## config.mk

```make
export PLATFORM = sky130hd
export DESIGN_NAME = mem_pipe_flat
export DESIGN_NICKNAME = d
export VERILOG_FILES = /design/src/rtl/mem_pipe_if.sv /design/src/rtl/mem_pipe.sv /design/src/flat_wrapper.sv
export SDC_FILE = /design/constraint.sdc
export NUM_CORES = 1
export LEC_CHECK = 0
export ABC_AREA = 0
export ABC_CLOCK_PERIOD_IN_PS = 2700
export CAP_MARGIN = 20
export CORE_ASPECT_RATIO = 0.6
export CORE_MARGIN = 3
export CORE_UTILIZATION = 50
export CTS_CLUSTER_SIZE = 24
export DETAILED_ROUTE_END_ITERATION = 8
export PLACE_DENSITY_LB_ADDON = 0.12
export SKIP_CTS_REPAIR_TIMING = 1
export SLEW_MARGIN = 20
export SYNTH_ARGS = -nofsm -noshare
export SYNTH_HDL_FRONTEND = slang
export SYNTH_SLANG_ARGS = --single-unit
```

## constraint.sdc

```tcl
create_clock -name clk -period 2.7 [get_ports clk]
set_clock_uncertainty 0.1 [all_clocks]
set_input_delay 0.54 -clock clk [delete_from_list [all_inputs] [get_ports clk]]
set_output_delay 0.54 -clock clk [all_outputs]
set_load 0.01 [all_outputs]
```

## src/rtl/mem_pipe_if.sv

```systemverilog
// Request/response bundle for mem_pipe: ready/valid request channel carrying
// op/addr/data/byte-enables, and a ready/valid read-response channel.
interface mem_pipe_if #(
    parameter int ADDR_WIDTH = 4,
    parameter int DATA_WIDTH = 8
) ();
    logic                      req_vld;
    logic                      req_rdy;
    logic [1:0]                req_op;
    logic [ADDR_WIDTH-1:0]     req_addr;
    logic [DATA_WIDTH-1:0]     req_data;
    logic [DATA_WIDTH/8-1:0]   req_be;
    logic                      rsp_vld;
    logic                      rsp_rdy;
    logic [DATA_WIDTH-1:0]     rsp_data;
    logic                      err;

    modport master (
        output req_vld, req_op, req_addr, req_data, req_be, rsp_rdy,
        input  req_rdy, rsp_vld, rsp_data, err
    );

    modport slave (
        input  req_vld, req_op, req_addr, req_data, req_be, rsp_rdy,
        output req_rdy, rsp_vld, rsp_data, err
    );
endinterface

```

## src/rtl/mem_pipe.sv

```systemverilog
// Backing-store memory with byte-enable writes, fixed read latency and an
// in-order response FIFO; outstanding reads are capped so nothing ever stalls.
module mem_pipe #(
    parameter int ADDR_WIDTH = 4,
    parameter int DATA_WIDTH = 8,
    parameter int LATENCY    = 2,
    parameter int RSP_DEPTH  = 4
) (
    input logic       clk,
    input logic       rst,
    mem_pipe_if.slave bus
);
    localparam int DEPTH = 1 << ADDR_WIDTH;
    localparam int NBE   = DATA_WIDTH / 8;
    localparam int CW    = $clog2(RSP_DEPTH + 1);
    localparam int PW    = (RSP_DEPTH > 1) ? $clog2(RSP_DEPTH) : 1;
    localparam logic [CW-1:0] MAX_OUT  = CW'(RSP_DEPTH);
    localparam logic [PW-1:0] LAST_PTR = PW'(RSP_DEPTH - 1);

    logic [DATA_WIDTH-1:0] r_mem [DEPTH];
    logic [LATENCY-1:0]    r_pv;
    logic [DATA_WIDTH-1:0] r_pd [LATENCY];
    logic [DATA_WIDTH-1:0] r_fd [RSP_DEPTH];
    logic [PW-1:0]         r_wp;
    logic [PW-1:0]         r_rp;
    logic [CW-1:0]         r_fcnt;
    logic [CW-1:0]         r_out;
    logic                  r_live;
    logic                  r_err;

    logic w_rdy;
    logic w_acc;
    logic w_rd;
    logic w_wr;
    logic w_rsvd;
    logic w_push;
    logic w_pop;
    logic w_vld;

    // r_live keeps req_rdy low until the first edge after reset release
    assign w_rdy  = r_live && (r_out < MAX_OUT);
    assign w_acc  = bus.req_vld && w_rdy && (bus.req_op != 2'd0);
    assign w_rd   = w_acc && (bus.req_op == 2'd1);
    assign w_wr   = w_acc && (bus.req_op == 2'd2);
    assign w_rsvd = w_acc && (bus.req_op == 2'd3);
    assign w_vld  = (r_fcnt != '0);
    assign w_push = r_pv[LATENCY-1];
    assign w_pop  = w_vld && bus.rsp_rdy;

    assign bus.req_rdy  = w_rdy;
    assign bus.rsp_vld  = w_vld;
    assign bus.rsp_data = r_fd[r_rp];
    assign bus.err      = r_err;

    always_ff @(posedge clk or negedge rst) begin
        if (!rst) begin
            for (int i = 0; i < DEPTH; i++) r_mem[i] <= '0;
        end else if (w_wr) begin
            for (int b = 0; b < NBE; b++) begin
                if (bus.req_be[b]) r_mem[bus.req_addr][8*b +: 8] <= bus.req_data[8*b +: 8];
            end
        end
    end

    // Read data is sampled from the array in the acceptance cycle
    always_ff @(posedge clk or negedge rst) begin
        if (!rst) begin
            r_pv <= '0;
            for (int s = 0; s < LATENCY; s++) r_pd[s] <= '0;
        end else begin
            r_pv[0] <= w_rd;
            r_pd[0] <= r_mem[bus.req_addr];
            for (int s = 1; s < LATENCY; s++) begin
                r_pv[s] <= r_pv[s-1];
                r_pd[s] <= r_pd[s-1];
            end
        end
    end

    always_ff @(posedge clk or negedge rst) begin
        if (!rst) begin
            for (int i = 0; i < RSP_DEPTH; i++) r_fd[i] <= '0;
            r_wp   <= '0;
            r_rp   <= '0;
            r_fcnt <= '0;
        end else begin
            if (w_push) begin
                r_fd[r_wp] <= r_pd[LATENCY-1];
                r_wp       <= (r_wp == LAST_PTR) ? '0 : r_wp + 1'b1;
            end
            if (w_pop) r_rp <= (r_rp == LAST_PTR) ? '0 : r_rp + 1'b1;
            case ({w_push, w_pop})
                2'b10:   r_fcnt <= r_fcnt + 1'b1;
                2'b01:   r_fcnt <= r_fcnt - 1'b1;
                default: r_fcnt <= r_fcnt;
            endcase
        end
    end

    // Outstanding covers pipeline plus FIFO, so the FIFO can never overflow
    always_ff @(posedge clk or negedge rst) begin
        if (!rst) begin
            r_out  <= '0;
            r_live <= 1'b0;
            r_err  <= 1'b0;
        end else begin
            r_live <= 1'b1;
            r_err  <= w_rsvd;
            case ({w_rd, w_pop})
                2'b10:   r_out <= r_out + 1'b1;
                2'b01:   r_out <= r_out - 1'b1;
                default: r_out <= r_out;
            endcase
        end
    end
endmodule

```

## src/flat_wrapper.sv

```systemverilog
// flat-port wrapper written by rule: the top's interface ports become plain ports
module mem_pipe_flat 
#(
    parameter int ADDR_WIDTH = 4,
    parameter int DATA_WIDTH = 8,
    parameter int LATENCY    = 2,
    parameter int RSP_DEPTH  = 4
)
  (clk, rst, bus_req_vld, bus_req_op, bus_req_addr, bus_req_data, bus_req_be, bus_rsp_rdy, bus_req_rdy, bus_rsp_vld, bus_rsp_data, bus_err);
  mem_pipe_if #(.ADDR_WIDTH(ADDR_WIDTH), .DATA_WIDTH(DATA_WIDTH)) bus_i ();
  input logic clk;
  input logic rst;
  input wire logic [$bits(bus_i.req_vld)-1:0] bus_req_vld;
  input wire logic [$bits(bus_i.req_op)-1:0] bus_req_op;
  input wire logic [$bits(bus_i.req_addr)-1:0] bus_req_addr;
  input wire logic [$bits(bus_i.req_data)-1:0] bus_req_data;
  input wire logic [$bits(bus_i.req_be)-1:0] bus_req_be;
  input wire logic [$bits(bus_i.rsp_rdy)-1:0] bus_rsp_rdy;
  output wire logic [$bits(bus_i.req_rdy)-1:0] bus_req_rdy;
  output wire logic [$bits(bus_i.rsp_vld)-1:0] bus_rsp_vld;
  output wire logic [$bits(bus_i.rsp_data)-1:0] bus_rsp_data;
  output wire logic [$bits(bus_i.err)-1:0] bus_err;
  assign bus_i.req_vld = bus_req_vld;
  assign bus_i.req_op = bus_req_op;
  assign bus_i.req_addr = bus_req_addr;
  assign bus_i.req_data = bus_req_data;
  assign bus_i.req_be = bus_req_be;
  assign bus_i.rsp_rdy = bus_rsp_rdy;
  assign bus_req_rdy = bus_i.req_rdy;
  assign bus_rsp_vld = bus_i.rsp_vld;
  assign bus_rsp_data = bus_i.rsp_data;
  assign bus_err = bus_i.err;
  mem_pipe #(.ADDR_WIDTH(ADDR_WIDTH), .DATA_WIDTH(DATA_WIDTH), .LATENCY(LATENCY), .RSP_DEPTH(RSP_DEPTH)) u_core (.clk(clk), .rst(rst), .bus(bus_i));
endmodule
```

; ---- Word-level counts from Yosys, hierarchy flattened
; Cells that the tools add are included.
[word_totals]
register_bits = 190
in_bits = 19
[op_classes]
bitwise_logic = 3
mux = 16
n_reduce_logical = 14
n_eq_ne = 9
n_addsub = 6
magnitude_cmp = 6
[op_table]
columns = operator, count
row1 = 128-bit bitwise mux, 1
row2 = 8-bit two-way mux, 6
row3 = 8-bit binary-select mux with 4-bit select, 1
row4 = 32-bit bitwise mux, 1
row5 = 8-bit demux with 4-bit select, 1
row6 = 8-bit binary-select mux with 2-bit select, 1
row7 = 8-bit demux with 2-bit select, 1
row8 = 2-bit equality test (second input constant), 6
row9 = 3-bit one-hot mux with 2 select lines, 2
row10 = 1-bit logical AND, 9
row11 = 3-bit by 1-bit adder with 3-bit output (second input constant), 2
row12 = 2-bit by 1-bit equality test with 1-bit output (second input constant), 3
row13 = 3-bit greater-or-equal comparator (second input constant), 2
row14 = 2-bit inverter with 3-bit output, 2
row15 = 2-bit nonzero test, 3
row16 = 3-bit by 1-bit subtractor with 3-bit output (second input constant), 2
row17 = 5-bit greater-or-equal comparator (second input constant), 1
row18 = 5-bit by 1-bit < comparator with 1-bit output (second input constant), 1
row19 = 4-bit inverter with 5-bit output, 1
row20 = 2-bit by 1-bit adder with 2-bit output (second input constant), 2
row21 = 2-bit two-way mux, 2
row22 = 3-bit by 1-bit < comparator with 1-bit output (second input constant), 1
row23 = 3-bit < comparator (second input constant), 1
row24 = 3-bit nonzero test, 1
row25 = 2-bit AND reduction, 1

; ---- Depth between registers and ports, before layout
; Gate-level depths: netlist (run 1).
[depth]
ltp_word = 7
depth_mapped = 9
ltp_nobuf = 9

; ---- Worst setup path after synthesis (run 1)
; Ideal clock, no wire load.
[synth_timing]
kind = input port to flip-flop
start = input port bus_req_vld
end = register u_core.r_out[2]
path_slack_ns = 0.141
required_ns = 2.475
arrival_ns = 2.334
setup_ns = 0.125
cell_stages = 9
path_cell_list = nand3b_1 buf_6 buf_6 or3b_2 ha_1 fa_1 xnor2_1 nor2_1 xor2_1
[synth_via]
elab_chain_len = 5
word_cells_on_any_way = 7
cone_classes = 2 x eq/ne / 1 x mux / 4 x reduce/logical
[synth_lines]
columns = item, line_no
row1 = from (decl), flat_wrapper.sv:13  ; input wire logic [$bits(bus_i.req_vld)-1:0] bus_req_vld;
row2 = 1-bit logical AND (*) (2 in a row), mem_pipe.sv:42  ; assign w_acc = bus.req_vld && w_rdy && (bus.req_op != 2'd0);
row3 = 1-bit logical AND (*), mem_pipe.sv:43  ; assign w_rd = w_acc && (bus.req_op == 2'd1);
row4 = 2-bit by 1-bit equality test with 1-bit output or 2-bit equality test (tied branches), mem_pipe.sv:109  ; case ({w_rd, w_pop})
row5 = 3-bit one-hot mux with 2 select lines or 2-bit nonzero test (tied branches), -
row6 = to (signal assigned), mem_pipe.sv:110  ; 2'b10: r_out <= r_out + 1'b1;
row7 = to (signal assigned), mem_pipe.sv:111  ; 2'b01: r_out <= r_out - 1'b1;
row8 = to (signal assigned), mem_pipe.sv:112  ; default: r_out <= r_out;
row9 = to (decl), mem_pipe.sv:27  ; logic [CW-1:0] r_out;
; Every way passes the cells marked *; elsewhere a longest branch is shown, timed or not.
; A chain may end at the register's enable or synchronous reset.

; ---- Worst setup path after layout (run 1)
[layout_timing]
start = register u_core.r_rp[0]
end = output port bus_rsp_data[6]
[layout_via]
elab_chain_len = 4
[layout_lines]
columns = item, line_no
row1 = from (decl), mem_pipe.sv:25  ; logic [PW-1:0] r_rp;
row2 = from (signal assigned), mem_pipe.sv:91  ; if (w_pop) r_rp <= (r_rp == LAST_PTR) ? '0 : r_rp + 1'b1;
row3 = 2-bit inverter with 3-bit output (implied by the code), mem_pipe.sv:52  ; assign bus.rsp_data = r_fd[r_rp];
row4 = 8-bit binary-select mux with 2-bit select, mem_pipe.sv:52
row5 = 8-bit two-way mux (implied by the code) (2 in a row), mem_pipe.sv:52
row6 = to (decl), flat_wrapper.sv:21  ; output wire logic [$bits(bus_i.rsp_data)-1:0] bus_rsp_data;
; Every way passes these cells. The select of a mux whose other input is x is not followed.

==> summary.txt, run 1 <==
Synth
  – Top_reg_cell synth: dfrtp_1
  – Syn_nets: 547
  – Yosys warns: 0
  – Async set-or-reset flop fraction in the synthesized netlist: between 90% and 100%
  – Netlist cell types: 28
  – Post-synth EDFFs: 0
  – Mapped Cells: 519
  – Seq/Total Area, Yosys: about 56%
  – #FFs+latches synth: 190
  – Syn_area_per_cell: between 15 and 20 sq um
  – Synth area leader: dfrtp_1
  – Top cells by area, synth: dfrtp_1 56%, mux2_2 21%, mux4_2 11%
  – Share of the synthesized area in the top cell type: 55.82%
  – Post-synthesis instance area: 8517 sq um

Power and ir drop
  – Pwr per Cell Area: 659.4 nW/um^2
  – Total power: around 6.6 mW
  – Peak VDD IR: 0.3838 mV
  – Leakage: 4.924 nW

STA
  – Max Slew Vio Count: 0
  – Fin Hold WS: 0.02914 ns
  – F_max: between 0.3 and 0.4 GHz
  – Period utilization: 96.13%
  – Worst-margin pin slew: about 0.64 ns
  – Final setup vio count: 0
  – Fin crit period: ~2.6 ns
  – Final Hold Viols: 0
  – Worst rel slew slack: 57.32%
  – RSZ-0062 raised after global routing: no

Clock network
  – Num CTS Buffers: 17
  – Clock latency on the worst-skew pair: 0.43 ns
  – H-tree levels: 4
  – CTS root buffer: clkbuf_16
  – CTS tree: built
  – Clock-pin slew on the worst setup and hold paths: 0.07 ns
  – CTS Sinks: 190
  – Buffers from clock root to sink, at most: 2

Worst setup path
  – Crit Path Class: flip-flop to primary output
  – Crit path max fanout: 5
  – CP endpoint kind: primary output
  – Critical path required time: 2.06 ns
  – Arrival time at the worst endpoint: 1.96 ns
  – CP startpoint kind: flip-flop

Placement
  – GPL Wtd Cong: 0.7638
  – Hpwl dp: ~12 mm
  – DP Area: around 9400 sq um
  – Port Buf Inserts: 29

Global routing
  – Gr ovfl total: 0
  – Largest net degree at the start of global routing: 72
  – Vias in the first global route: 5,028
  – Initial antenna violation count: 0
  – First-pass GRT wire length: 29.02 mm
  – Gr usage total: 20.55%

Layout
  – Nets: 605
  – Design Area, Final: 10,030 sq um
  – FILL cells: 1,218
  – Sequential Area: ~4800 sq um
  – Multi-input logic area: between 3000 and 4000 sq um
  – Number of diodes: 0
  – Commonest non-fill, non-tap cells in the layout: 188 x dfrtp_1, 157 x mux2_2, 40 x mux4_2
  – Layout area overhead: 17.81%
  – Layout cells sized above 1: 49.49%
  – Most common cell after layout, fill and taps aside: dfrtp_1

Floorplanning
  – Core Rows: 36
  – DIE AREA: roughly 19,000 sq um
  – Initial Util: 51.80%
  – IO Pins: 30
  – Die Span Y: roughly 110 um
  – Die Wd: around 170 um
  – Core footprint: 16,440 sq um

Run status
  – Status: complete, no violations

Route
  – Routed WL: between 15 and 20 mm
  – Initial DRC Count: 345
  – Antenna-violating nets left: 0
  – Average wire per cell in the routed design: 21.48 um
  – Via count: ~4,600
  – TritonRoute pass-1 iters: 4
  – DRC: 0
  – Vias per std cell: 5.667

Run
  – Maxcap violations: 0

Min path
  – Hold crit path type: input port to asynchronous set/reset pin
[power breakdown]
part           switching, mW  internal [mW]  leakage [nW]  total, mW
Sequential             0.168           3.05          2.61       3.22
Combinational          0.438          0.462          2.02      0.900
Clock                   1.16           1.33         0.289       2.50
Total                   1.77           4.85          4.92       6.62
[through the flow]
stage	TNS [ns]	utilization (%)	cells	setup WS (ns)
floorplan	0	-	519	0.1410
global placement	-0.05905	57.31	785	-0.05905
detailed placement	-0.1610	57.31	785	-0.09998
CTS	-0.3901	60.86	817	-0.07932
global route	0	61.03	818	0.03060
finish	0	61.03	818	0.1044
[cells in the mapped netlist, types with 4 or more instances]
| library cell | instances |
|---|---|
| a22oi_1 | 16 |
| buf_2 | 6 |
| clkbuf_1 | 16 |
| dfrtp_1 | 190 |
| ha_1 | 7 |
| inv_1 | 8 |
| mux2_1 | 6 |
| mux2_2 | 157 |
| mux4_2 | 40 |
| nand2_1 | 17 |
| nand2b_1 | 4 |
| nor2_1 | 4 |
| nor4_4 | 16 |
[layout make-up]
class | instances | area share (%)
flip-flops and latches | 190 | 47.41
multi-input cells | 291 | 35.70
repair buffers | 69 | 7.919
clock buffers | 18 | 4.377
well taps | 228 | 2.843
clock inverters | 14 | 1.447
inverters | 8 | 0.2993
[metal layers]
layer	track usage [%]	wire, um	part of all wire [%]	vias to the layer above
met5	0	0	0	-
met4	4.380	105	0.60	0
met3	5.025	805	4.6	13
met2	29.47	7657	44	75
met1	31.89	9003	51	2500
li1	-	-	-	2048
[state kept, by name, indices dropped and copies added, names as in the netlist]
signal,flops
u_core.r_pv,2
u_core.bus.err,1
u_core.r_mem,128
u_core.r_pd,16
u_core.r_live,1
u_core.r_fd,32
u_core.r_out,3
u_core.r_fcnt,3
u_core.r_wp,2
u_core.r_rp,2
[logic make-up after synthesis]
group           after synthesis  synth area share [%]
simple gates                 53                 6.185
other cells                   1               0.04403
compound gates               19                 1.587
buf+inv                      38                 2.115
mux                         203                 32.13
flops                       190                 55.82
fa+ha+maj                     9                 1.498
xor+xnor                      6                0.6171
[worst max-delay path, cell delays in order, from the launching register on]
cell and delay [ns]:
dfrtp_2 0.42, buf_4 0.13, mux4_2 0.49, clkdlybuf4s50_1 0.49
[worst paths after layout]
| path | from | end | slack [ns] | cells past startpoint |
|---|---|---|---|---|
| min in group clk | u_core.r_pd[10] | u_core.r_pd[2] | 0.25 | 0 |
| worst max register to register | u_core.r_out[2] | u_core.r_out[2] | 0.41 | 7 |
| worst min-delay path | rst | u_core.r_mem[35] | 0.03 | 1 |
| worst max-delay path | u_core.r_rp[0] | bus_rsp_data[6] | 0.10 | 3 |
| max in group asynchronous | rst | u_core.r_mem[103] | 1.80 | 2 |
| worst min register to register | u_core.r_pd[10] | u_core.r_pd[2] | 0.25 | 0 |
Note: power is estimated with default switching activity, not from simulation.
==> run 2: changes to the inputs <==
--- a/config.mk
+++ b/config.mk
@@ -8,9 +8,11 @@
 export ABC_AREA = 0
 export ABC_CLOCK_PERIOD_IN_PS = 2700
 export CAP_MARGIN = 20
+export CELL_PAD_IN_SITES_DETAIL_PLACEMENT = 1
+export CELL_PAD_IN_SITES_GLOBAL_PLACEMENT = 2
 export CORE_ASPECT_RATIO = 0.6
 export CORE_MARGIN = 3
-export CORE_UTILIZATION = 50
+export CORE_UTILIZATION = 46
 export CTS_CLUSTER_SIZE = 24
 export DETAILED_ROUTE_END_ITERATION = 8
 export PLACE_DENSITY_LB_ADDON = 0.12
==> summary.txt, run 2 (same netlist as run 1, synthesis figures left out) <==
Floorplanning
  – IO Pins: 30 (unchanged)
  – Core Rows: 37 (+2.8%)
  – Initial Util: 48.29% (-3.5 points)
  – DIE AREA: 20,240 sq um (+8.3%)
  – Core footprint: 17,640 sq um (+7.3%)
  – Die Span Y: 111.4 um (+4.0%)
  – Die Wd: 181.7 um (+4.1%)

Placement
  – Hpwl dp: 13.28 mm (+7.5%)
  – Post-Place Worst Slack: -0.08494 ns (+0.01504 ns)
  – DP Area: 9452 sq um (+0.32%)
  – Dpl cells: 784 (-0.13%)
  – GPL Wtd Cong: 0.7442 (-2.6%)
  – Port Buf Inserts: 29 (unchanged)

Route
  – Vias per std cell: 5.757 (+1.6%)
  – Via count: 4,721 (+1.8%)
  – DRC: 0 (unchanged)
  – Antenna-violating nets left: 0 (unchanged)
  – Initial DRC Count: 218 (-37%)
  – Average wire per cell in the routed design: 23.66 um (+10%)
  – Routed WL: 19.40 mm (+10%)
  – TritonRoute pass-1 iters: 4 (unchanged)

Layout
  – Post-Layout Cell Count: 820 (+0.24%)
  – Most common cell after layout, fill and taps aside: dfrtp_1
  – Layout cells sized above 1: 48.46% (-1.0 points)
  – FILL cells: 1,569 (+29%)
  – Nets: 601 (-0.66%)
  – Biggest registers after layout: u_core.r_mem x128, u_core.r_fd x32, u_core.r_pd x16
  – Layout area overhead: 18.50%
  – Largest reg by FF count: u_core.r_mem
  – Commonest non-fill, non-tap cells in the layout: 188 x dfrtp_1, 157 x mux2_2, 40 x mux4_2
  – Number of diodes: 0 (unchanged)
  – Max reg flops: 128 (unchanged)
  – Design Area, Final: 10,090 sq um (+0.59%)

Power and ir drop
  – Internal power: 4.915 mW (+1.4%)
  – Peak VDD IR: 0.4010 mV (+4.5%)
  – Clock group share of total power: 37.8% (about the same)
  – Seq pwr share: 48.5% (about the same)
  – Gate power share: 13.7% (about the same)
  – Switching share of power: 25.98% (-0.76 points)
  – Leakage: 4.900 nW (-0.47%)
  – Net Switching: 1.725 mW (-2.5%)
  – Pwr per Cell Area: 658.0 nW/um^2 (-0.22%)

Clock network
  – CTS root buffer: clkbuf_16
  – H-tree levels: 4 (unchanged)
  – Clock latency on the worst-skew pair: 0.43 ns (about the same)
  – CTS Sinks: 190 (unchanged)
  – CTS tree: built
  – Buffers from clock root to sink, at most: 2 (unchanged)
  – Num CTS Buffers: 17 (unchanged)
  – Clock-pin slew on the worst setup and hold paths: 0.07 ns (about the same)

Worst setup path
  – Crit path max fanout: 3 (-2)
  – Critical path required time: 2.06 ns (about the same)
  – Arrival time at the worst endpoint: 1.96 ns (about the same)
  – Crit Path Class: flip-flop to primary output
  – CP endpoint kind: primary output
  – CP startpoint kind: flip-flop

STA
  – Final setup margin: 0.1009 ns (-0.003478 ns)
  – Max Slew Vio Count: 0 (unchanged)
  – Period utilization: 96.26% (+0.13 points)
  – F_max: 0.3848 GHz (-0.13%)
  – Final setup vio count: 0 (unchanged)
  – Worst rel slew slack: 46.67% (-11 points)
  – Final Hold Viols: 0 (unchanged)
  – Worst-margin pin slew: 0.7983 ns (+0.1581 ns)
  – Fin crit period: 2.599 ns (+0.003478 ns)
  – RSZ-0062 raised after global routing: no
  – Total negative slack: 0 ns (unchanged)

Global routing
  – First-pass GRT wire length: 31.77 mm (+9.5%)
  – Gr ovfl total: 0 (unchanged)
  – Largest net degree at the start of global routing: 59 (-18%)
  – Initial antenna violation count: 0 (unchanged)
  – Gr usage total: 20.47% (-0.080 points)
  – Vias in the first global route: 5,360 (+6.6%)

Min path
  – Hold crit path type: flip-flop to flip-flop

Run status
  – Status: complete, no violations

Run
  – Maxcap violations: 0 (unchanged)
-- run 2: cell types whose count changed in the layout (fill, tap and decap cells not counted), sizes merged --
cell,delta
clkbuf,+3
dlygate4sd3,+1
clkinvlp,+1
clkinv,+1
inv,-6
buf,-5
bufinv,+1
-- run 2: area by class of cell --
type	instances	area [sq um]	area share [%]
inverter	8	30.03	0.2975
multi-input combinational	291	3582	35.49
clock inverter	11	135.1	1.339
tap	234	292.8	2.901
clock buffer	21	450.4	4.463
sequential	190	4760	47.16
timing repair buffer	65	842.1	8.344
-- run 2: stage by stage --
step	hold WS, ns	power, mW	utilization [%]
floorplan	0.1444	3.816	-
global placement	0.2325	4.085	53.59
detailed placement	0.2370	4.152	53.59
CTS	-0.02382	6.696	56.91
global route	0.2674	7.002	57.22
finish	0.2587	6.640	57.22
-- run 2: path summary, 6_finish.rpt --
kind | from | endpoint | slack, ns | depth (start not counted)
setup / recovery | u_core.r_rp[0] | bus_rsp_data[0] | 0.10 | 3
hold / removal | u_core.r_pd[8] | u_core.r_pd[0] | 0.26 | 0
setup reg to reg | u_core.r_out[2] | u_core.r_out[2] | 0.46 | 7
hold reg to reg | u_core.r_pd[8] | u_core.r_pd[0] | 0.26 | 0
max in group asynchronous | rst | u_core.r_mem[14] | 1.21 | 3
min in group asynchronous | rst | u_core.r_out[0] | 0.54 | 2
-- run 2: per-layer routing --
layer	wire (um)	vias up	GRT usage (%)
li1	-	2045	-
met4	150	0	4.919
met2	8835	81	29.71
met5	0	-	0
met3	1047	11	4.016
met1	9368	2584	31.93
-- run 2: power by group through the flow --
| stage | logic (mW) | registers, mW | clock network [mW] |
|---|---|---|---|
| 2_1_floorplan | 0.629 | 3.19 | 0 |
| 3_3_place_gp | 0.803 | 3.28 | 0 |
| 3_5_place_dp | 0.844 | 3.31 | 0 |
| 4_1_cts | 0.850 | 3.26 | 2.59 |
| 5_1_grt | 1.02 | 3.25 | 2.73 |
| 6_report | 0.910 | 3.22 | 2.51 |
-- run 2: critical path: stages, from the launching register on --
cell and delay (ns):
dfrtp_4 0.48, buf_4 0.14, mux4_2 0.42, clkdlybuf4s50_1 0.49
==> run 3: changes to the inputs <==
--- a/config.mk
+++ b/config.mk
@@ -13,6 +13,7 @@
 export CORE_ASPECT_RATIO = 0.6
 export CORE_MARGIN = 3
 export CORE_UTILIZATION = 46
+export CTS_CLUSTER_DIAMETER = 200
 export CTS_CLUSTER_SIZE = 24
 export DETAILED_ROUTE_END_ITERATION = 8
 export PLACE_DENSITY_LB_ADDON = 0.12
==> results of run 3 <==
Final layout, timing and power as in run 2 (identical DEF).
